## config.mk

```make
export PLATFORM = sky130hd
export DESIGN_NAME = frame_ctl_regs
export DESIGN_NICKNAME = d
export VERILOG_FILES = /design/src/rtl/frame_ctl_regs.sv
export SDC_FILE = /design/constraint.sdc
export NUM_CORES = 1
export LEC_CHECK = 0
export ABC_AREA = 1
export BUFFER_PORTS_ARGS = -buffer_cell sky130_fd_sc_hd__buf_2
export CORE_MARGIN = 3
export CORE_UTILIZATION = 60
export DETAILED_ROUTE_END_ITERATION = 16
export GPL_TIMING_DRIVEN = 0
export PLACE_DENSITY_LB_ADDON = 0.05
export SLEW_MARGIN = 20
export SYNTH_ARGS = -nofsm -noshare
export SYNTH_HDL_FRONTEND = slang
export SYNTH_SLANG_ARGS = --single-unit
```

## constraint.sdc

```tcl
create_clock -name Clk -period 14.2 [get_ports Clk]
set_clock_uncertainty 0.15 [all_clocks]
set_input_delay 1.42 -clock Clk [delete_from_list [all_inputs] [get_ports Clk]]
set_output_delay 1.42 -clock Clk [all_outputs]
set_load 0.01 [all_outputs]
```

## src/rtl/frame_ctl_regs.sv

```systemverilog
// Frame-synchronous control register bank: NUM_CH staging registers copied atomically to active at vblank start.
// Optional macro FRAME_CTL_EDGE_EN adds per-channel trig_pulse on a 0->1 commit of bit TRIG_BIT.
module frame_ctl_regs #(
  parameter int NUM_CH      = 4,
  parameter int DATA_W      = 32,
  parameter int FRAME_CNT_W = 16,
  parameter int TRIG_BIT    = 21,
  parameter int CH_W        = (NUM_CH > 1) ? $clog2(NUM_CH) : 1
) (
  input  logic                     Clk,
  input  logic                     Reset,
  input  logic                     wr_en,
  input  logic [CH_W-1:0]          wr_ch,
  input  logic [DATA_W-1:0]        wr_data,
  input  logic                     commit_req,
  input  logic [CH_W-1:0]          rd_ch,
  output logic [DATA_W-1:0]        rd_data,
  input  logic                     VGA_VS,
  output logic [NUM_CH*DATA_W-1:0] ctl_out,
  output logic                     commit_pending,
  output logic                     commit_done,
  output logic [FRAME_CNT_W-1:0]   frame_count
`ifdef FRAME_CTL_EDGE_EN
  ,output logic [NUM_CH-1:0]       trig_pulse
`endif
);

  localparam logic [CH_W:0] CH_LIM = (CH_W+1)'(NUM_CH);

  typedef enum logic [1:0] {
    ST_IDLE    = 2'd0,
    ST_PENDING = 2'd1,
    ST_COMMIT  = 2'd2
  } state_t;

  state_t                   r_state;
  state_t                   w_state_nxt;
  logic [DATA_W-1:0]        r_staging [NUM_CH];
  logic [NUM_CH*DATA_W-1:0] r_active;
  logic                     r_vs_s1;
  logic                     r_vs_s2;
  logic                     r_vs_d;
  logic                     r_done;
  logic [DATA_W-1:0]        r_rd;
  logic [FRAME_CNT_W-1:0]   r_frame;
  logic                     w_vblank_edge;
  logic                     w_wr_ok;
  logic                     w_rd_ok;
  logic                     w_commit;

  assign w_vblank_edge = r_vs_d & ~r_vs_s2;
  assign w_wr_ok       = wr_en & ({1'b0, wr_ch} < CH_LIM);
  assign w_rd_ok       = ({1'b0, rd_ch} < CH_LIM);
  assign w_commit      = (r_state == ST_COMMIT);

  // VGA_VS is asynchronous: two sync flops plus a delay flop for falling-edge detection
  always_ff @(posedge Clk or posedge Reset) begin
    if (Reset) begin
      r_vs_s1 <= 1'b0;
      r_vs_s2 <= 1'b0;
      r_vs_d  <= 1'b0;
    end else begin
      r_vs_s1 <= VGA_VS;
      r_vs_s2 <= r_vs_s1;
      r_vs_d  <= r_vs_s2;
    end
  end

  // Commit FSM state register
  always_ff @(posedge Clk or posedge Reset) begin
    if (Reset) begin
      r_state <= ST_IDLE;
    end else begin
      r_state <= w_state_nxt;
    end
  end

  // Commit FSM next state; an edge coinciding with the request in IDLE is deliberately skipped
  always_comb begin
    w_state_nxt = r_state;
    case (r_state)
      ST_IDLE: begin
        if (commit_req) w_state_nxt = ST_PENDING;
        else            w_state_nxt = ST_IDLE;
      end
      ST_PENDING: begin
        if (w_vblank_edge) w_state_nxt = ST_COMMIT;
        else               w_state_nxt = ST_PENDING;
      end
      ST_COMMIT: begin
        if (commit_req) w_state_nxt = ST_PENDING;
        else            w_state_nxt = ST_IDLE;
      end
      default: w_state_nxt = ST_IDLE;
    endcase
  end

  // Staging registers, writable in every state
  always_ff @(posedge Clk or posedge Reset) begin
    if (Reset) begin
      for (int c = 0; c < NUM_CH; c++) r_staging[c] <= {DATA_W{1'b0}};
    end else if (w_wr_ok) begin
      r_staging[wr_ch] <= wr_data;
    end
  end

  // Active copy takes pre-write staging values during the commit cycle
  always_ff @(posedge Clk or posedge Reset) begin
    if (Reset) begin
      r_active <= {(NUM_CH*DATA_W){1'b0}};
      r_done   <= 1'b0;
    end else begin
      r_done <= w_commit;
      if (w_commit) begin
        for (int c = 0; c < NUM_CH; c++) r_active[c*DATA_W +: DATA_W] <= r_staging[c];
      end
    end
  end

  // Registered staging readback and frame counter
  always_ff @(posedge Clk or posedge Reset) begin
    if (Reset) begin
      r_rd    <= {DATA_W{1'b0}};
      r_frame <= {FRAME_CNT_W{1'b0}};
    end else begin
      r_rd <= w_rd_ok ? r_staging[rd_ch] : {DATA_W{1'b0}};
      if (w_vblank_edge) r_frame <= r_frame + {{(FRAME_CNT_W-1){1'b0}}, 1'b1};
    end
  end

  assign rd_data        = r_rd;
  assign ctl_out        = r_active;
  assign commit_done    = r_done;
  assign frame_count    = r_frame;
  assign commit_pending = (r_state == ST_PENDING) || w_commit;

`ifdef FRAME_CTL_EDGE_EN
  logic [NUM_CH-1:0] r_trig_arm;
  logic [NUM_CH-1:0] r_trig;

  // Arm on the commit cycle, pulse one cycle later so trig aligns with the cycle after commit_done
  always_ff @(posedge Clk or posedge Reset) begin
    if (Reset) begin
      r_trig_arm <= {NUM_CH{1'b0}};
      r_trig     <= {NUM_CH{1'b0}};
    end else begin
      r_trig <= r_trig_arm;
      for (int c = 0; c < NUM_CH; c++) begin
        r_trig_arm[c] <= w_commit & ~r_active[c*DATA_W+TRIG_BIT] & r_staging[c][TRIG_BIT];
      end
    end
  end

  assign trig_pulse = r_trig;
`else
  logic w_unused_trig;
  assign w_unused_trig = (TRIG_BIT >= DATA_W);
`endif

endmodule

```

== Yosys cells after proc, flatten, opt, wreduce, memory -nomap -nowiden ==
Index checks and enable logic that the tools add are counted.
Storage, ports and cells
  bits in registers: 310
  bits in latches: 0
  RAM bits: 0
  memory bits (read-only): 0
  bits of input ports: 41
  logic and storage cells: 35
  memories kept: 0
Operators by class
  add/subtract/negate cells: 1
  multiply operators: 0
  div/mod/pow operators: 0
  magnitude comparators: 3
  equal/unequal tests: 2
  shifts and indexed selects: 0
  multiplexer cells: 9
  bitwise operators: 4
  reductions and logical operators: 4
Operators with widths (number)
  128-bit bitwise mux: 1
  32-bit 2-to-1 mux: 3
  32-bit binary-select mux with 2-bit select: 1
  32-bit demux with 2-bit select: 1
  16-bit by 1-bit adder with 16-bit output (second input constant): 1
  3-bit greater-or-equal comparator (second input constant): 2
  2-bit NOT with 3-bit output: 2
  2-bit one-hot mux with 2 select lines: 1
  3-bit by 1-bit < comparator with 1-bit output (second input constant): 1
  2-bit by 1-bit == test with 1-bit output (second input constant): 1
  2-bit == test (second input constant): 1
  2-bit zero test: 1
  2-bit 2-to-1 mux: 1
  2-bit OR reduction: 1
  1-bit bitwise AND: 1
  1-bit logical AND: 1
  1-bit logical OR: 1
  1-bit 2-to-1 mux: 1
  1-bit NOT: 1

== Logic depth before layout (Yosys ltp) ==
Gate-level depths: netlist (run 1).
  depth after elaboration: 6
  gate-level depth with buffers: 8
  gate-level depth less buffers: 8

== Worst setup path before layout (run 1) ==
Ideal clock, no wire load.
  kind: flip-flop to output port
  start: register r_state[0]
  end: output port commit_pending
  arrival: 0.726 ns
  data required time: 12.630 ns
  setup slack: 11.904 ns
  stages on the path, launching flop included: 3
  path buffers: 0
  path through: dfrtp_1 -> inv_1 -> ha_1
Between the ends
  cells in the longest elaborated chain, start to end: 2
  elaborated cells between the ends (all ways): 3
  those cells by class: eq/ne: 2; reduce/logical: 1
RTL lines
  start: declaration: RTL line 36  | state_t r_state;
  start signal: assignment: RTL line 74  | r_state <= w_state_nxt;
  2-bit by 1-bit == test with 1-bit output or 2-bit == test (tied branches): RTL line 135, 54
  1-bit logical OR *: RTL line 135  | assign commit_pending = (r_state == ST_PENDING) || w_commit;
  end: declaration: RTL line 20  | output logic commit_pending,
Mark *: on every way between the ends. The rest lies on a longest branch, timed or not.

== Worst setup path in the final report (run 1) ==
Same ends and word-level chain as after synthesis.

==> metrics.md, run 1 <==
| Metric | Value |
|---|---|
| Outcome | finished, final reports clean |
| H-tree depth | 1 |
| Final Hold Fails | 0 |
| Syn_area_per_cell | about 12 um^2 |
| Diode count | 0 |
| Final Cycle Share | approximately a fifth |
| Sequential cell area fraction in the yosys report | between 60% and 70% |
| Core Region | ~20000 um^2 |
| Initial antenna violation count | 2 |
| Post-synth cell types | 28 |
| Area Growth Syn to Fin | 20.3% |
| # DRC | 0 |
| CP Capture Type | primary output |
| Initial core utilization | roughly 62% |
| Hold Buf Count CTS | 0 |
| GRT Total Usage | between 20 and 30% |
| Ys Warns | 0 |
| Final core utilization | between 70% and 80% |
| Static leakage | roughly 7.3 nW |
| Setup tns final | 0 ns |
| Crit path capture | commit_pending |
| Chip height | around 150 um |
| Global route overflow | 0 |
| Worst path bufs/invs | 2 |
| Clock Pin Slew Worst Setup and Hold Paths | approximately 0.060 ns |
| Synth Instances | between 1k and 1.5k |
| Min cycle time layout | 2.97 ns |
| DR pass1 iterations | 7 |
| Hold crit path type | flip-flop to flip-flop |
| PwrDens | around 190 nW/um^2 |
| Detail-routed via count per cell | 5.61 |
| Cell chain of the critical path | inv_1 -> ha_1 -> buf_2 |
| WP data required | around 13 ns |
| Ports | approximately 220 |
| Routed wire per std cell | around 20 um |
| Worst setup path start | r_state[0] |
| Pin count of the biggest net entering global routing | 110 |
| CP peak stage delay | between 0.3 and 0.4 ns |
| Top cell type's share of synthesized area | a little under two thirds |
| Fmax | 0.336 GHz |
| Worst slew pin tran | between 0.7 and 0.8 ns |
| Cell Area, Synth | about 12000 um^2 |
| TritonCTS clock tree | done |
| Origin of the critical flop-to-flop path | r_state[0] |
| Nets@finish | approximately 1.3k |
| Rows | just over 50 |
| First-pass GRT wire length | 48.7 mm |
| Synth top area cells | dfrtp_1 (64%), mux2_2 (12%), o21ai_0 (6.8%) |
| Kind of critical path | flip-flop to primary output |
| Total number of vias | roughly 8.9k |
| Setup Fix Bufs, Post-CTS | 0 |
| Die Span X | ~150 um |
| Root Driver | clkbuf_16 |
| Share of cells above drive strength 1 | 35.1% |
| Pins Over Slew Limit | 0 |
| WP depth | 3 |
| Syn Nets | ~1.1k |
| Max Cap Viol | 0 |
| RSZ-0062 raised after global routing | no |
| Clk_lat worst skew | between 0.5 and 0.6 ns |
| Slowest library cell on the worst path | dfrtp_1 |
| Routability Congestion | about 0.83 |
| Yosys reg bits | 310 |
| Final wirelength | between 30 and 40 mm |
| Post-route ant nets | 0 |
| R2R Setup Slk | between 10 and 15 ns |
| CTS Buf Count | 30 |
| Crit path max fanout | 3 |
| R2r endpoint | ctl_out[123] |
| CP arrival | 1.40 ns |
| Max-slew headroom | 51.6% |
| Initial DRC Count | between 600 and 700 |
| Startpoint Class | flip-flop |
| R2r worst-path depth | 5 |
| Post-CTS sizing | 0 |
| Vias in the first global route | 8961 |
| Die area | approximately 22000 um^2 |
| Post-DP HPWL | roughly 21 mm |
| Final Setup Violations | 0 |
| Maximum vdd ir drop | between 0.1 and 0.15 mV |
| Delay-heaviest family, CP | flip-flops |
| Buffers on Ports | 218 |
| Clk sinks | 310 |
| Clock Path Buffers | 3 |
| Dominant cell type by area after synthesis | dfrtp_1 |
## cell usage after synthesis
cell type  instances
a21oi_1            1
buf_2             13
buf_4             12
buf_6              6
clkbuf_1          20
clkbuf_2           6
dfrtp_1          310
ha_1               5
inv_1             49
inv_2              1
mux2_2           128
nand2_1          162
nand2_2            3
nand3_1            5
nand3_2            3
nand3b_1           4
nand4_1            2
nor2_1            76
nor2_2             1
nor2_4             1
nor3_4             1
o21ai_0          165
o21ai_1           12
o21ai_2           20
o21bai_1           1
o22ai_1           32
xnor2_1            5
xor2_1             3
## through the flow
stage	area [um^2]	power [W]	instances	worst slack (ns)	hold WS [ns]
2_1_floorplan	12200	0.00165	1047	4.06	0.181
3_3_place_gp	13600	0.00193	1530	0.970	0.185
3_5_place_dp	13600	0.00196	1532	10.98	0.196
4_1_cts	14600	0.00275	1583	11.21	0.203
5_1_grt	14600	0.00287	1583	11.16	0.216
6_report	14600	0.00273	1583	11.23	0.202
## metal layers
metal,up-vias,share of wire [%],global-route usage (%)
met3,63,6.6,4.72
met5,-,0.090,0
met2,312,48,46.4
li1,4023,-,-
met4,4,2.4,7.85
met1,4477,43,40.1
## cells in the final DEF, fill, tap and decap left out, drive strengths merged
cell	instances
nand3	8
xor2	3
o22ai	32
ha	5
a21oi	1
o21bai	1
buf	251
xnor2	5
mux2	128
nand3b	4
bufinv	1
nand2	165
nor3	1
nand4	2
dfrtp	310
clkbuf	72
inv	50
o21ai	197
clkinv	4
nor2	78
## power by group
part | total [W] | switching, W | internal [W]
clock | 0.000782 | 0.000317 | 0.000465
sequential | 0.00129 | 0.000162 | 0.00113
combinational | 0.000661 | 0.000338 | 0.000323
total | 0.00273 | 0.000817 | 0.00191
## worst reg2reg max path, delay by kind of cell (launching register included)
kind	cells	cell delay (ns)
adders and majority gates	1	0.30
buffers and inverters	3	0.68
DFF	1	0.40
muxes	1	0.37
## cells by family (layout without fill, tap and decap cells)
group	Yosys count	in the layout	synth area share (%)
muxes	128	128	11.8
xor gates and xnor gates	8	8	0.576
adders and majority gates	5	5	0.514
buffers and inverters	107	378	4.24
AOI/OAI and AO/OA	231	231	10.5
and+or+nand+nor	258	258	8.58
DFF	310	310	63.8
## sequential cells by signal (all words and copies together), names as in the netlist
signal,cells
frame_count,16
commit_done,1
r_vs_s1,1
ctl_out,128
r_vs_s2,1
rd_data,32
r_staging,128
r_vs_d,1
r_state,2
## cell type report
cell class / instances / area, um^2
Clock buffer: 46 / 932
Sequential cell: 310 / 7760
Clock inverter: 5 / 50.0
Buffer: 57 / 328
Fill cell: 1364 / 5090
Inverter: 50 / 195
Tap cell: 265 / 332
Multi-Input combinational cell: 630 / 3890
Timing Repair Buffer: 220 / 1150
## worst min-delay path by stage
stage                        from      end  cells after the start
after floorplan           r_vs_s1  r_vs_s2                      0
after global placement    r_vs_s1  r_vs_s2                      0
after detailed placement  r_vs_s1  r_vs_s2                      0
after CTS                 r_vs_s1  r_vs_s2                      0
after global routing      r_vs_s1  r_vs_s2                      0
final                     r_vs_s1  r_vs_s2                      0
(Power assumes the default switching activity.)
==> run 2, diff against run 1 <==
- CORE_UTILIZATION: 60 -> 50
- clock period: 14.2 -> 2.6 ns (I/O delays scaled with it)
==> run 2 against run 1 <==
Net effect: setup slack lost 11 ns; combinational power grew to 5.5 times the previous value; cell count increased by 6.9%; total power grew to 5.8 times the previous value; die area up 19%; design area rose by 5.5%; clock-buffer cell count grew 8; register-to-register slack got worse by 12 ns; sequential share of layout area fell by 2.8 points; first-iteration DRC count is 0.77% higher; via count increased by 2.0%; core utilization fell by 9.0 points; highest routed layer unchanged.
==> metrics.md, run 2 (synthesis gave the netlist of run 1 again) <==
| Metric | Value |
|---|---|
| Outcome | finished, final reports clean |
| Delay-heaviest family, CP | buffers and inverters |
| Share of cells above drive strength 1 | 34.9% (-0.12 points) |
| DR pass1 iterations | 5 (-2) |
| Clock Path Buffers | 3 (unchanged) |
| Max Cap Viol | 0 (unchanged) |
| Core Region | 23700 um^2 (+20%) |
| GRT Total Usage | 25.4% (-3.0 points) |
| Post-route ant nets | 0 (unchanged) |
| RSZ-0062 raised after global routing | no |
| Clk sinks | 310 (unchanged) |
| Final Setup Violations | 0 (unchanged) |
| Routability Congestion | 0.852 (+2.4%) |
| Final Hold Fails | 0 (unchanged) |
| CP arrival | 2.22 ns (+0.82 ns) |
| Post-CTS sizing | 0 (unchanged) |
| Met3 Track Usage GR | 4.72% (about the same) |
| Cell chain of the critical path | inv_1 -> ha_1 -> buf_2 -> buf_4 -> mux2_2 |
| H-tree depth | 2 (+1) |
| CP Capture Type | flip-flop |
| Nets@finish | 1394 (+3.6%) |
| Chip height | 162 um (+9.2%) |
| Initial DRC Count | 652 (+0.77%) |
| Buffers on Ports | 218 (unchanged) |
| Root Driver | clkbuf_16 |
| Met1 usage | 35.5% (-4.6 points) |
| Worst path bufs/invs | 3 (+1) |
| Pin count of the biggest net entering global routing | 35 (-68%) |
| Initial core utilization | 51.4% (-10 points) |
| Die area | 26200 um^2 (+19%) |
| Global route overflow | 0 (unchanged) |
| Kind of critical path | flip-flop to flip-flop |
| Gr busiest metal | met2 |
| Most common cell after layout, fill and taps aside | dfrtp_1 |
| Die Span X | 162 um (+9.2%) |
| Startpoint Class | flip-flop |
| Fin Hold WS | 0.0824 ns (-0.119 ns) |
| PwrDens | 1020 nW/um^2 (+450%) |
| Maximum vdd ir drop | 0.673 mV (+470%) |
| Vias in the first global route | 9199 (+2.7%) |
| Diode count | 0 (unchanged) |
| Area of the multi-input gates | 3890 um^2 (unchanged) |
| Clk_lat worst skew | 0.51 ns (-0.03 ns) |
| Min cycle time layout | between 1.5 and 2 ns |
| Final Cycle Share | around 76% |
| Hold crit path type | input pin to flip-flop |
| Total number of vias | 9058 (+2.0%) |
| Grt met2 use | 40.9% (-5.5 points) |
| Routed wire per std cell | 19.6 um (-0.27%) |
| CTS Buf Count | 35 (+17%) |
| Power Total | 0.0158 W (+480%) |
| Fillers | 1979 (+45%) |
| Most frequent cells in the layout | dfrtp_1 (310), buf_2 (231), o21ai_0 (165) |
| Setup Fix Bufs, Post-CTS | 0 (unchanged) |
| Clock Pin Slew Worst Setup and Hold Paths | 0.06 ns (about the same) |
| Hold Buf Count CTS | 36 (+36) |
| Area Growth Syn to Fin | 26.9% |
| Slowest library cell on the worst path | dfrtp_1 |
| Setup WS post-layout | 0.612 ns (-10.61 ns) |
| TritonCTS clock tree | done |
| DP Worst Slack | 0.625 ns (-10.36 ns) |
| Ports | 219 (unchanged) |
| Final wirelength | 33.1 mm (+6.7%) |
| Static leakage | 7.67 nW (+4.5%) |
| Detail-routed via count per cell | 5.35 (-4.6%) |
| R2R Setup Slk | 0.61 ns (-11.57 ns) |
| Max-slew headroom | 49.9% (-1.8 points) |
| First-pass GRT wire length | 51.6 mm (+6.0%) |
| WP data required | 2.83 ns (-9.80 ns) |
| Pins Over Slew Limit | 0 (unchanged) |
| Initial antenna violation count | 2 (unchanged) |
| CP peak stage delay | 0.40 ns (+0.02 ns) |
| # DRC | 0 (unchanged) |
| Rows | 56 (+9.8%) |
| Worst slew pin tran | 0.752 ns (+0.0267 ns) |
| Fmax | between 0.5 and 0.6 GHz |
| FF+latch area | 7760 um^2 (unchanged) |
| Crit path max fanout | 10 (+7) |
| Post-DP HPWL | 22.4 mm (+7.2%) |
[run 2: layout make-up]
class | count | share of cell area, %
buffer | 57 | 2.12
tap | 319 | 2.59
inverter | 50 | 1.24
clock inverter | 9 | 0.778
sequential | 310 | 50.3
clock buffer | 54 | 7.06
multi-input combinational | 630 | 25.2
timing repair buffer | 264 | 10.7
[run 2: metal layers]
| metal | up-vias | share of wire (%) | wire length (um) |
|---|---|---|---|
| met5 | - | 0.048 | 16 |
| met3 | 70 | 6.5 | 2170 |
| met1 | 4512 | 44 | 14500 |
| met4 | 4 | 2.5 | 832 |
| li1 | 4132 | - | - |
| met2 | 340 | 47 | 15600 |
[run 2: stage by stage]
| step | utilization [%] | cells | cell area [um^2] | TNS (ns) |
|---|---|---|---|---|
| 2_1_floorplan | - | 1047 | 12200 | -600.45 |
| 3_3_place_gp | 57.7 | 1584 | 13700 | -1152.58 |
| 3_5_place_dp | 58.5 | 1594 | 13900 | 0 |
| 4_1_cts | 65.2 | 1693 | 15400 | 0 |
| 5_1_grt | 65.2 | 1693 | 15400 | 0 |
| 6_report | 65.2 | 1693 | 15400 | 0 |
[run 2: power breakdown]
part / internal (W) / switching, W / total [W] / leakage, nW
Combinational: 0.00182 / 0.00184 / 0.00366 / 3.17
Clock: 0.00318 / 0.00192 / 0.00510 / 0.602
Sequential: 0.00615 / 0.000879 / 0.00703 / 3.89
Total: 0.0111 / 0.00464 / 0.0158 / 7.67
[run 2: path summary, 6_finish.rpt]
check | depth (start not counted) | end | from
min in group asynchronous | 3 | r_staging[121] | Reset
min reg2reg | 0 | r_vs_s2 | r_vs_s1
max in group asynchronous | 8 | r_staging[79] | Reset
max | 5 | ctl_out[119] | r_state[0]
min | 4 | rd_data[31] | rd_ch[0]
max reg2reg | 5 | ctl_out[119] | r_state[0]
[run 2: worst register-to-register path: cells and delay by family, from the launching register on]
| kind | cells | cell delay, ns |
|---|---|---|
| fa+ha+maj | 1 | 0.28 |
| buf+inv | 3 | 0.68 |
| flops | 1 | 0.40 |
| mux | 1 | 0.37 |
==> run 3, diff against run 2 <==
- ABC_AREA: 1 -> 0
- CORE_UTILIZATION: 50 -> 55
- clock period: 2.6 -> 2 ns (I/O delays scaled with it)
==> run 3 against run 2 <==
Net effect: sequential share of layout area rose by 0.93 points; critical path depth stayed put; total power increased by 33%; non-clock buffer count is 20 lower; die area is 10% lower; largest power group unchanged; highest routed layer is now met4.
==> metrics.md, run 3 <==
| Metric | Value |
|---|---|
| R2R Setup Slk | 0.11 ns (-0.50 ns) |
| Cell Area, Synth | 12000 um^2 (-1.5%) |
| Initial DRC Count | 276 (-58%) |
| Chip height | 154 um (-5.2%) |
| Top layer reached by signal wires | met4 |
| Final Cycle Share | 94.4% (+18 points) |
| Area Growth Syn to Fin | 26.5% |
| Static leakage | 7.05 nW (-8.1%) |
| CTS Buf Count | 34 (-2.9%) |
| WP data required | 2.23 ns (-0.60 ns) |
| Origin of the critical flop-to-flop path | r_state[0] |
| Buffers on Ports | 217 (-0.46%) |
| Total number of vias | 7036 (-22%) |
| Yosys reg bits | 310 (unchanged) |
| RSZ-0062 raised after global routing | no |
| Max Cap Viol | 0 (unchanged) |
| Nets@finish | 1038 (-26%) |
| Die area | 23600 um^2 (-10%) |
| Setup WS post-layout | 0.111 ns (-0.501 ns) |
| CP Capture Type | flip-flop |
| Worst slew pin tran | 0.870 ns (+0.118 ns) |
| Synth Instances | 689 (-34%) |
| Clock Pin Slew Worst Setup and Hold Paths | 0.06 ns (about the same) |
| Clock Path Buffers | 3 (unchanged) |
| Ports | 219 (unchanged) |
| Post-synth cell types | 28 (unchanged) |
| First-pass GRT wire length | 44.3 mm (-14%) |
| Clock power frac | 28.7% (-3.6 points) |
| Routed wire per std cell | 21.4 um (+9.3%) |
| Clk sinks | 310 (unchanged) |
| Most frequent cells after synthesis | dfrtp_1 (310), mux2_2 (255), mux4_2 (32), buf_2 (24), xor2_1 (8) |
| Switching Share | 29.1% (-0.32 points) |
| Crit path capture | ctl_out[24] |
| Routed wl met2 | 13.8 mm (-11%) |
| Core Region | 21200 um^2 (-10%) |
| Crit path max fanout | 10 (unchanged) |
| Final wirelength | 27.6 mm (-17%) |
| Comb power frac | 26.1% (+2.9 points) |
| Pins Over Slew Limit | 0 (unchanged) |
| Die Span X | 154 um (-5.2%) |
| Most frequent cells in the layout | dfrtp_1 (310), mux2_2 (255), buf_2 (229) |
| H-tree depth | 2 (unchanged) |
| Fmax | 0.529 GHz (+5.2%) |
| Sequential cell area fraction in the yosys report | 64.8% (+0.99 points) |
| Most frequent cell after synthesis | dfrtp_1 |
| Post-DP HPWL | 18.8 mm (-16%) |
| Fraction of registers with async set/reset | 100% (unchanged) |
| Max-slew headroom | 42.0% (-7.8 points) |
| Ys Warns | 0 (unchanged) |
| Dominant cell type by area after synthesis | dfrtp_1 |
| Sw Pwr | 0.00609 W (+31%) |
| Setup Fix Bufs, Post-CTS | 0 (unchanged) |
| DR pass1 iterations | 4 (-1) |
| Startpoint Class | flip-flop |
| DP Worst Slack | -0.258 ns (-0.883 ns) |
| Share of cells above drive strength 1 | 59.1% (+24 points) |
| Final Setup Violations | 0 (unchanged) |
| Hold crit path type | input pin to asynchronous set/reset pin |
| Syn_area_per_cell | 17.4 um^2 (+50%) |
| Setup tns final | 0 ns (unchanged) |
| Kind of critical path | flip-flop to flip-flop |
| Fin Hold WS | 0.0733 ns (-0.00911 ns) |
| Rows | 53 (-5.4%) |
| Min cycle time layout | 1.89 ns (-0.0991 ns) |
| Top cell type's share of synthesized area | 64.8% (+0.99 points) |
| Final Hold Fails | 0 (unchanged) |
| Syn Nets | 735 (-33%) |
| # DRC | 0 (unchanged) |
| Maximum vdd ir drop | 0.921 mV (+37%) |
| CP arrival | 2.12 ns (-0.10 ns) |
| Global route overflow | 0 (unchanged) |
| Met1 wire length | 11.7 mm (-20%) |
| GRT Total Usage | 23.9% (-1.5 points) |
| TritonCTS clock tree | done |
| R2r endpoint | ctl_out[24] |
| Routability Congestion | 0.779 (-8.6%) |
| Clk_lat worst skew | 0.50 ns (about the same) |
| Post-route ant nets | 0 (unchanged) |
| Root Driver | clkbuf_16 |
| Post-synth EDFFs | 0 (unchanged) |
| Total internal power | 0.0149 W (+33%) |
| Reg power frac | 45.3% (+0.8 points) |
| Top FF cell, synth | dfrtp_1 |
| Worst setup path start | r_state[0] |
| Initial core utilization | 56.4% (+5.1 points) |
| Vias in the first global route | 7825 (-15%) |
| Synth top area cells | dfrtp_1 (65%), mux2_2 (24%), mux4_2 (6.0%) |
| R2r worst-path depth | 5 (unchanged) |
| Detail-routed via count per cell | 5.45 (+1.9%) |
| Initial antenna violation count | 1 (-1) |
| Met3 wire len | 1.51 mm (-30%) |
| Most common cell after layout, fill and taps aside | dfrtp_1 |
| Outcome | finished, final reports clean |
| PwrDens | 1380 nW/um^2 (+35%) |
| Pin count of the biggest net entering global routing | 38 (+8.6%) |
[run 3: cell count changes in the layout (fill, tap and decap cells not counted), sizes merged, moves of 5 or more]
| cell | change |
|---|---|
| o21ai | -196 |
| nand2 | -163 |
| mux2 | +129 |
| nor2 | -76 |
| inv | -44 |
| mux4 | +32 |
| o22ai | -32 |
| clkbuf | -25 |
| xor2 | +5 |
[run 3: layout make-up]
| cell class | instances | area (um^2) |
|---|---|---|
| Antenna cell | 1 | 2.50 |
| Buffer | 34 | 214 |
| Clock buffer | 54 | 1060 |
| Clock inverter | 5 | 31.3 |
| Fill cell | 1463 | 6060 |
| Inverter | 5 | 22.5 |
| Multi-Input combinational cell | 340 | 4020 |
| Sequential cell | 310 | 7760 |
| Tap cell | 275 | 344 |
| Timing Repair Buffer | 267 | 1700 |
[run 3: stage by stage]
step | util, % | std cells | cell area (um^2) | total power, W
3_5_place_dp | 64.2 | 1191 | 13600 | 0.0150
6_report | 71.4 | 1291 | 15200 | 0.0210
5_1_grt | 71.4 | 1291 | 15200 | 0.0221
2_1_floorplan | - | 689 | 12000 | 0.0125
3_3_place_gp | 63.2 | 1181 | 13400 | 0.0147
4_1_cts | 71.4 | 1290 | 15200 | 0.0212
[run 3: kinds of logic after synthesis]
logic type	share of synthesized area, %
XOR/XNOR	1.10
AND/OR/NAND/NOR	1.69
multiplexers	30.2
buffers and inverters	1.66
flip-flops	64.8
AO/OA/AOI/OAI	0.0835
adder cells (fa/ha/maj)	0.522
[run 3: critical path, stage by stage (launching register included)]
cell	delay, ns
dfrtp_1	0.40
inv_1	0.10
ha_2	0.25
clkbuf_4	0.24
buf_4	0.26
mux2_2	0.36
[run 3: power by group through the flow]
stage	combinational (W)	clock (W)	sequential (W)
2_1_floorplan	0.00242	0	0.0100
5_1_grt	0.00592	0.00640	0.00975
6_report	0.00547	0.00601	0.00949
4_1_cts	0.00557	0.00613	0.00949
3_3_place_gp	0.00526	0	0.00946
3_5_place_dp	0.00545	0	0.00957
[run 3: worst min path at each step]
| stage | cells past startpoint | endpoint | slack [ns] | from |
|---|---|---|---|---|
| finish | 3 | frame_count[1] | 0.07 | Reset |
| global route | 3 | frame_count[5] | 0.08 | Reset |
| CTS | 3 | frame_count[1] | 0.07 | Reset |
| global placement | 1 | r_vs_s1 | 0.16 | VGA_VS |
| detailed placement | 2 | frame_count[0] | 0.05 | Reset |
| floorplan | 0 | r_vs_s1 | 0.08 | VGA_VS |
[run 3: repair_timing]
action / in CTS / in global routing
hold buffers: 40 / 0
endpoints found under the hold margin: 173 / 0
gates resized for setup: 14 / 1
endpoints found under the setup margin: 110 / 109
cloned: 0 / 0
pin swaps: 0 / 0
[run 3: metal layers]
layer / global-route usage, % / vias to the layer above
li1: - / 3100
met1: 32.0 / 3711
met2: 40.3 / 182
met3: 5.15 / 43
met4: 6.10 / 0
met5: 0 / -
